$ cat src/rtl/mt_pkg.sv
// Shared types and constants for the MT19937 seed controller.
// Holds the word/state sizes, init multiplier, FSM states and seed-expansion step.
package mt_pkg;

  localparam int              W            = 32;
  localparam int              N            = 624;
  localparam int              IDX_W        = $clog2(N);
  localparam logic [W-1:0]    MT_INIT_MULT = 32'd1812433253;

  typedef enum logic [2:0] {
    ST_IDLE,
    ST_LOAD,
    ST_GAP,
    ST_REQ,
    ST_WAIT
  } mt_ctrl_state_t;

  // One step of the MT19937 seed expansion; only the low W bits of the product matter.
  function automatic logic [W-1:0] mt_init_next(input logic [W-1:0]     word,
                                                input logic [IDX_W-1:0] idx);
    logic [W-1:0] mixed;
    mixed = word ^ (word >> 30);
    return (MT_INIT_MULT * mixed) + W'(idx) + W'(1);
  endfunction

endpackage

$ cat src/rtl/mt_seed_ctrl_if.sv
// Host-side bundle of the seed controller: seed request stream, init status and
// the valid/ready random-value output stream.
interface mt_seed_ctrl_if;

  logic                 seed_valid;
  logic [mt_pkg::W-1:0] seed;
  logic                 seed_ready;
  logic                 init_done;
  logic                 out_valid;
  logic                 out_ready;
  logic [mt_pkg::W-1:0] out_data;

  modport slave (
    input  seed_valid, seed, out_ready,
    output seed_ready, init_done, out_valid, out_data
  );

  modport master (
    output seed_valid, seed, out_ready,
    input  seed_ready, init_done, out_valid, out_data
  );

endinterface

$ cat src/rtl/mt_out_buffer.sv
// Valid/ready output buffer for generated values: one register by default,
// a 2-entry in-order FIFO when MT_PREFETCH_EN is defined.
module mt_out_buffer
  import mt_pkg::*;
(
  input  logic         clk,
  input  logic         n_rst,
  input  logic         flush,
  input  logic         push,
  input  logic [W-1:0] push_data,
  output logic         full,
  input  logic         out_ready,
  output logic         pop,
  output logic         out_valid,
  output logic [W-1:0] out_data
);

`ifdef MT_PREFETCH_EN
  logic [W-1:0] data0_q, data0_d, data1_q, data1_d;
  logic         valid0_q, valid0_d, valid1_q, valid1_d;

  assign pop       = valid0_q && out_ready;
  assign full      = valid1_q;
  assign out_valid = valid0_q;
  assign out_data  = data0_q;

  // Entry 0 is always the oldest value; a pop shifts entry 1 down.
  always_comb begin
    data0_d  = data0_q;
    data1_d  = data1_q;
    valid0_d = valid0_q;
    valid1_d = valid1_q;
    if (flush) begin
      valid0_d = 1'b0;
      valid1_d = 1'b0;
    end else begin
      case ({push, pop})
        2'b01: begin
          data0_d  = data1_q;
          valid0_d = valid1_q;
          valid1_d = 1'b0;
        end
        2'b10: begin
          if (!valid0_q) begin
            data0_d  = push_data;
            valid0_d = 1'b1;
          end else begin
            data1_d  = push_data;
            valid1_d = 1'b1;
          end
        end
        2'b11: begin
          if (valid1_q) begin
            data0_d = data1_q;
            data1_d = push_data;
          end else begin
            data0_d = push_data;
          end
        end
        default: ;
      endcase
    end
  end

  // NOTE: data registers are reset too, because out_data is a visible output that must read 0 in reset.
  always_ff @(posedge clk or negedge n_rst) begin
    if (!n_rst) begin
      data0_q  <= '0;
      data1_q  <= '0;
      valid0_q <= 1'b0;
      valid1_q <= 1'b0;
    end else begin
      data0_q  <= data0_d;
      data1_q  <= data1_d;
      valid0_q <= valid0_d;
      valid1_q <= valid1_d;
    end
  end
`else
  logic [W-1:0] data_q, data_d;
  logic         valid_q, valid_d;

  assign pop       = valid_q && out_ready;
  assign full      = valid_q;
  assign out_valid = valid_q;
  assign out_data  = data_q;

  // The controller only pushes when the register is empty or being popped.
  always_comb begin
    data_d  = data_q;
    valid_d = valid_q;
    if (flush) begin
      valid_d = 1'b0;
    end else if (push) begin
      data_d  = push_data;
      valid_d = 1'b1;
    end else if (pop) begin
      valid_d = 1'b0;
    end
  end

  always_ff @(posedge clk or negedge n_rst) begin
    if (!n_rst) begin
      data_q  <= '0;
      valid_q <= 1'b0;
    end else begin
      data_q  <= data_d;
      valid_q <= valid_d;
    end
  end
`endif

endmodule

$ cat src/rtl/mt_seed_ctrl.sv
// Seeds a mersenne_twister core: expands one seed into N state words, loads them,
// then requests values into a valid/ready stream (buffer depth set by MT_PREFETCH_EN).
module mt_seed_ctrl
  import mt_pkg::*;
(
  input  logic          clk,
  input  logic          n_rst,
  mt_seed_ctrl_if.slave bus,
  output logic          load_value,
  output logic [W-1:0]  value,
  output logic          gen_rv,
  input  logic [W-1:0]  rv
);

  mt_ctrl_state_t   state_q, state_d;
  logic [W-1:0]     word_q, word_d;
  logic [IDX_W-1:0] idx_q, idx_d;
  logic             init_done_q, init_done_d;
  logic             run_q, run_d;

  logic seed_hs;
  logic buf_push, buf_flush, buf_full, buf_pop, buf_free;

  // run_q holds seed_ready low through reset and the first cycle after it.
  assign bus.seed_ready = run_q && ((state_q == ST_IDLE) || (state_q == ST_REQ));
  assign seed_hs        = bus.seed_valid && bus.seed_ready;
  assign buf_free       = !buf_full || buf_pop;
  assign value          = word_q;
  assign bus.init_done  = init_done_q;
  assign run_d          = 1'b1;

  // NOTE: every output of this block gets a default first so no latch is inferred.
  always_comb begin
    state_d     = state_q;
    word_d      = word_q;
    idx_d       = idx_q;
    init_done_d = init_done_q;
    load_value  = 1'b0;
    gen_rv      = 1'b0;
    buf_push    = 1'b0;
    buf_flush   = 1'b0;

    case (state_q)
      ST_IDLE: begin
        if (seed_hs) begin
          word_d      = bus.seed;
          idx_d       = '0;
          init_done_d = 1'b0;
          state_d     = ST_LOAD;
        end
      end
      ST_LOAD: begin
        load_value = 1'b1;
        state_d    = ST_GAP;
      end
      ST_GAP: begin
        word_d = mt_init_next(word_q, idx_q);
        idx_d  = idx_q + IDX_W'(1);
        if (idx_q == IDX_W'(N - 1)) begin
          init_done_d = 1'b1;
          state_d     = ST_REQ;
        end else begin
          state_d = ST_LOAD;
        end
      end
      ST_REQ: begin
        // A reseed takes priority over issuing the next request.
        if (seed_hs) begin
          buf_flush   = 1'b1;
          word_d      = bus.seed;
          idx_d       = '0;
          init_done_d = 1'b0;
          state_d     = ST_LOAD;
        end else if (buf_free) begin
          gen_rv  = 1'b1;
          state_d = ST_WAIT;
        end
      end
      ST_WAIT: begin
        buf_push = 1'b1;
        state_d  = ST_REQ;
      end
      default: state_d = ST_IDLE;
    endcase
  end

  // NOTE: state registers use non-blocking assignments so all flops update together at the edge.
  always_ff @(posedge clk or negedge n_rst) begin
    if (!n_rst) begin
      state_q     <= ST_IDLE;
      word_q      <= '0;
      idx_q       <= '0;
      init_done_q <= 1'b0;
      run_q       <= 1'b0;
    end else begin
      state_q     <= state_d;
      word_q      <= word_d;
      idx_q       <= idx_d;
      init_done_q <= init_done_d;
      run_q       <= run_d;
    end
  end

  mt_out_buffer u_out_buffer (
    .clk       (clk),
    .n_rst     (n_rst),
    .flush     (buf_flush),
    .push      (buf_push),
    .push_data (rv),
    .full      (buf_full),
    .out_ready (bus.out_ready),
    .pop       (buf_pop),
    .out_valid (bus.out_valid),
    .out_data  (bus.out_data)
  );

endmodule

$ cat src/flat_wrapper.sv
// flat-port wrapper written by rule: the top's interface ports become plain ports
module mt_seed_ctrl_flat import mt_pkg::*;
  (clk, n_rst, load_value, value, gen_rv, rv, bus_seed_valid, bus_seed, bus_out_ready, bus_seed_ready, bus_init_done, bus_out_valid, bus_out_data);
  mt_seed_ctrl_if bus_i ();
  input  logic clk;
  input  logic n_rst;
  output logic load_value;
  output logic [W-1:0] value;
  output logic gen_rv;
  input  logic [W-1:0] rv;
  input wire logic [$bits(bus_i.seed_valid)-1:0] bus_seed_valid;
  input wire logic [$bits(bus_i.seed)-1:0] bus_seed;
  input wire logic [$bits(bus_i.out_ready)-1:0] bus_out_ready;
  output wire logic [$bits(bus_i.seed_ready)-1:0] bus_seed_ready;
  output wire logic [$bits(bus_i.init_done)-1:0] bus_init_done;
  output wire logic [$bits(bus_i.out_valid)-1:0] bus_out_valid;
  output wire logic [$bits(bus_i.out_data)-1:0] bus_out_data;
  assign bus_i.seed_valid = bus_seed_valid;
  assign bus_i.seed = bus_seed;
  assign bus_i.out_ready = bus_out_ready;
  assign bus_seed_ready = bus_i.seed_ready;
  assign bus_init_done = bus_i.init_done;
  assign bus_out_valid = bus_i.out_valid;
  assign bus_out_data = bus_i.out_data;
  mt_seed_ctrl u_core (.clk(clk), .n_rst(n_rst), .bus(bus_i), .load_value(load_value), .value(value), .gen_rv(gen_rv), .rv(rv));
endmodule
$ cat config.mk
export PLATFORM = sky130hd
export DESIGN_NAME = mt_seed_ctrl_flat
export DESIGN_NICKNAME = d
export VERILOG_FILES = /design/src/rtl/mt_pkg.sv /design/src/rtl/mt_seed_ctrl_if.sv /design/src/rtl/mt_out_buffer.sv /design/src/rtl/mt_seed_ctrl.sv /design/src/flat_wrapper.sv
export SDC_FILE = /design/constraint.sdc
export NUM_CORES = 1
export LEC_CHECK = 0
export BUFFER_PORTS_ARGS = -buffer_cell sky130_fd_sc_hd__clkbuf_2
export CORE_UTILIZATION = 60
export CTS_BUF_LIST = sky130_fd_sc_hd__clkbuf_16
export CTS_CLUSTER_DIAMETER = 120
export DETAILED_ROUTE_END_ITERATION = 7
export PLACE_DENSITY = 0.82
export SLEW_MARGIN = 10
export SYNTH_ARGS = -nofsm -noshare
export SYNTH_HDL_FRONTEND = slang
export SYNTH_HIERARCHICAL = 1
export SYNTH_SLANG_ARGS = --single-unit
$ cat constraint.sdc
create_clock -name clk -period 7.2 [get_ports clk]
set_clock_uncertainty 0.1 [all_clocks]
set_input_delay 0.36 -clock clk [delete_from_list [all_inputs] [get_ports clk]]
set_output_delay 0.36 -clock clk [all_outputs]
set_load 0.02 [all_outputs]
Word-level counts from Yosys, hierarchy flattened
Cells that the tools add are included.
- register bits after elaboration: 80
- output and inout bits: 69
- add/sub/neg operators: 3
- $mul: 1
- eq/ne operators: 9
- muxes and demuxes: 22
- bitwise logic cells: 2
- reductions and logical operators: 14
- operators with widths (operator ; number):
    $pmux W32 S2 ; 1
    $add A32 B1 Y32 const B ; 1
    $add A32 B10 Y32 ; 1
    $mul A31 B32 Y32 const A ; 1
    $mux W32 ; 1
    $xor A32 B2 Y32 ; 1
    $pmux W10 S2 ; 1
    $pmux W3 S5 ; 1
    $mux W1 ; 12
    $add A10 B1 Y10 const B ; 1
    $eq A10 B10 Y1 const B ; 1
    $mux W10 ; 1
    $mux W3 ; 3
    $eq A3 B2 Y1 const B ; 2
    $ne A2 B1 Y1 const B ; 3
    $reduce_and A2 Y1 ; 3
    $eq A3 B1 Y1 const B ; 1
    $eq A3 B3 Y1 const B ; 1
    $logic_and A1 B1 Y1 ; 3
    $logic_not A3 Y1 ; 1
    $ne A3 B1 Y1 const B ; 1
    $reduce_and A3 Y1 ; 1
    $reduce_bool A3 Y1 ; 1
    $logic_or A1 B1 Y1 ; 2
    6 further kinds ; 6

Longest topological paths before layout
- depth in word-level cells: 8
- gate-level depth with buffers: 26
- mapped depth without buffers: 25

Cells and area by module
Netlist, hierarchy kept.
- modules (own cells, without submodules) (module ; times used ; cells an instance ; area an instance (sq um) ; sequential area each (sq um)):
    mt_seed_ctrl ; 1 ; 1099 ; 10555.1 ; 1176.1
    mt_out_buffer ; 1 ; 75 ; 1412.6 ; 825.8

Worst setup path before layout
No wires, ideal clock.
- kind: flip-flop to flip-flop
- from: register u_core.word_q[31] (netlist: u_core/value[31])
- to: register u_core.word_q[28] (netlist: u_core/value[28])
- library setup time: 137 ps
- arrival: 6373 ps
- path slack: 591 ps
- cell stages (with the launch flop): 26
- buffers on the path: 0
- path through: dfrtp_1 > xor2_1 > xor2_1 > ha_1 > or2_2 > ha_1 > inv_1 > fa_1 > inv_1 > ha_1 > ha_1 > fa_1 > fa_1 > inv_1 > fa_1 > inv_1 > ha_1 > a21o_1 > a21o_1 > a21o_1 > a21o_1 > a21o_1 > a221oi_2 > o21ai_0 > xnor2_1 > a21oi_1
- longest elaborated chain between the ends: 5
- RTL lines (element ; line ; text):
    from (decl) ; mt_seed_ctrl.sv:16 ; logic [W-1:0] word_q, word_d;
    from (signal assigned) ; mt_seed_ctrl.sv:97 ; word_q <= word_d;
    $xor A32 B2 Y32 ; mt_pkg.sv:22 ; mixed = word ^ (word >> 30);
    $mul A31 B32 Y32 ; mt_pkg.sv:23 ; return (MT_INIT_MULT * mixed) + W'(idx) + W'(1);
    $add A32 B10 Y32 ; mt_pkg.sv:23 ;
    $add A32 B1 Y32 ; mt_pkg.sv:23 ;
    $pmux W32 S2 ; mt_seed_ctrl.sv:43 ; case (state_q)
No other way between the ends.
A chain may end at the register's enable or synchronous reset.

Final worst setup path
- from: register u_core.word_q[13] (netlist: u_core/value[13])
- to: register u_core.word_q[28] (netlist: u_core/value[28])
Same word-level chain as after synthesis.

==> results.sh <==
export IMPL_cts_buffers=9
export IMPL_grt_max_degree=81
export IMPL_stdcell_count=1590
export IMPL_max_slew_margin=0.141
export IMPL_synth_nets=1634
export IMPL_antenna_found_initial=0
export IMPL_synth_seq_cells=80
export IMPL_critPathKind="reg -> reg"
export IMPL_cp_start_kind="flip-flop"
export IMPL_grtUsageTotal=0.325
export IMPL_io_pin_count=137
export IMPL_ff_latch_area_um2=2000
export IMPL_rsz0062_at_grt="no"
export IMPL_chipHeight_um=143
export IMPL_synth_edff_count=0
export IMPL_drt_initial_drc_count=526
export IMPL_cap_violations=0
export IMPL_grt_pass1_vias=9245
export IMPL_crit_path_start="u_core/value[13]"
export IMPL_crit_required_ps=7310
export IMPL_ys_seq_area_frac=0.167
export IMPL_avgSynthCellArea_um2=10.2
export IMPL_place_gp_congestion=0.947
export IMPL_rows=51
export IMPL_syn_inst=1174
export IMPL_ys_flop_type="dfrtp_1"
export IMPL_ys_warn_count=6
export IMPL_crit_arrival_ps=6870
export IMPL_clock_sinks=80
export IMPL_path_max_fanout=7
export IMPL_cts_root_buf="clkbuf_16"
export IMPL_area_growth_pct=11.2
export IMPL_cts_repair_resized=0
export IMPL_hold_viol=0
export IMPL_htree_levels=3
export IMPL_dr_pass1_iters=5
export IMPL_whs_ps=97.2
export IMPL_drive_gt1_frac=0.165
export IMPL_clockBufferDepth=2
export IMPL_fill_cells=1504
export IMPL_vias=8843
export IMPL_cts_tree="yes"
export IMPL_antennaDiodeCount=0
export IMPL_placed_cells=1574
export IMPL_start_util=0.613
export IMPL_report_final_slew_viol_count=0
export IMPL_wl_um=31400
export IMPL_netlist_area_um2=12000
export IMPL_postRouteAntennaNets=0
export IMPL_hpwl_um=25400
export IMPL_final_core_util=0.682
export IMPL_clk_latency_ps=340
export IMPL_holdBufCountCts=0
export IMPL_grt_overflow=0
export IMPL_die_width_um=143
export IMPL_r2r_start="u_core/value[13]"
export IMPL_post_cts_buffers=0
export IMPL_yosysUniqueCellTypes=57
export IMPL_final_min_clock_period_ps=6770
export IMPL_drc_errors=0
export IMPL_outcome="complete, no violations"
export IMPL_async_flop_share=1.00
export IMPL_tightest_slew_ps=1290
export IMPL_avgRoutedWirePerCell_um=19.7
export IMPL_core_area_um2=19500
export IMPL_max_freq_ghz=0.148
export IMPL_tns_ps=0
export IMPL_setup_viol=0
export IMPL_die_area_um2=20500
export IMPL_finalCritPeriodShare=0.940
export IMPL_hold_path_class="in -> async"
export IMPL_portBuffers=136
export IMPL_nets=1780
export IMPL_clk_pin_slew_worst_paths_ps=70
export IMPL_grt_pass1_wl_um=49400
export IMPL_multi_input_area_um2=8790
export IMPL_post_drt_via_cell_ratio=5.56
export IMPL_cp_end_kind="flip-flop"
[kinds of logic (layout without fill, tap and decap cells)]
logic type | after synthesis | in the layout | synth area share
flip-flops | 80 | 80 | 0.167
multiplexers | 33 | 33 | 0.0404
buffers and inverters | 298 | 449 | 0.0989
adder cells (fa/ha/maj) | 392 | 392 | 0.506
XOR/XNOR | 60 | 60 | 0.0439
AND/OR/NAND/NOR | 151 | 151 | 0.0614
AO/OA/AOI/OAI | 159 | 159 | 0.0814
other | 1 | 1 | 0.000313
[through the flow]
step           worst slack (ps)  instance area [µm²]
4_1_cts                     483                13300
2_1_floorplan               591                12000
3_5_place_dp                488                13000
6_report                    432                13300
3_3_place_gp                614                13000
5_1_grt                     176                13300
[placed cells by master, fill, tap and decap left out, types with 5 or more instances in the layout]
cell type and count:
a211oi_1 5, a21o_1 19, a21oi_1 59, a31oi_1 8, and4_1 5, buf_4 25, clkbuf_16 9, clkbuf_2 135
dfrtp_1 80, fa_1 154, ha_1 238, inv_1 274, mux2_4 30, nand2_1 37, nand3_1 14, nor2_1 45
nor2b_1 7, nor3_1 9, o211ai_1 5, o21ai_0 37, or3_1 9, xnor2_1 46, xor2_1 14
[synthesized netlist by cell type (7+ instances only)]
master    instances  share of area
a21o_1           19          0.012
a21oi_1          60          0.025
a31oi_1           8         0.0042
clkbuf_1         15         0.0047
dfrtp_1          80           0.17
fa_1            154           0.26
ha_1            238           0.25
inv_1           273          0.086
mux2_4           30          0.038
nand2_1          37          0.012
nand3_1          14         0.0059
nor2_1           46          0.014
nor2b_1           7         0.0037
nor3_1            9         0.0038
o21ai_0          37          0.015
or3_1             9         0.0047
xnor2_1          46          0.034
xor2_1           14          0.010
[worst paths after layout]
check,end,slack (ps),depth (start not counted)
worst max-delay path,u_core/value[28],430,22
worst min-delay path,u_core/u_out_buffer/out_data[28],100,1
worst max register to register,u_core/value[28],430,22
worst min register to register,u_core/u_out_buffer/out_data[29],410,1
max in group asynchronous,u_core/value[22],6220,1
min in group clk,u_core/value[2],140,3
[metal layers]
metal / vias to the layer above / track usage / part of all wire
met4: 0 / 0.119 / 0.033
met1: 4372 / 0.426 / 0.42
li1: 4079 / - / -
met2: 324 / 0.542 / 0.49
met5: - / 0 / 0
met3: 68 / 0.0553 / 0.058
[area by class of cell]
class                      instances  area share
clock buffer                       9      0.0169
inverter                         273      0.0770
clock inverter                     7     0.00545
timing repair buffer             160      0.0649
sequential                        80       0.150
tap                              265      0.0249
multi-input combinational        796       0.660
[worst max-delay path, stage by stage, from the launching register on]
cell      delay, ps
dfrtp_1         510
ha_1            400
ha_1            340
fa_1            520
inv_1            50
fa_1            480
inv_1            60
fa_1            490
fa_1            530
fa_1            500
inv_1            50
fa_1            480
inv_1            60
ha_1            370
a21o_1          230
a21o_1          180
a21o_1          190
a21o_1          180
a21o_1          180
a221oi_2        300
o21ai_0         190
xnor2_1         170
a21oi_1          80
[registers in the layout (all words and copies together) (netlist names)]
register	cells
u_core/state_q	3
u_core/u_out_buffer/out_data	32
u_core/run_q	1
u_core/idx_q	10
u_core/u_out_buffer/full	1
u_core/value	32
u_core/bus.init_done	1
Power is not shown: default switching activity piles up to over one toggle a cycle in this logic, so the estimate is an artifact.
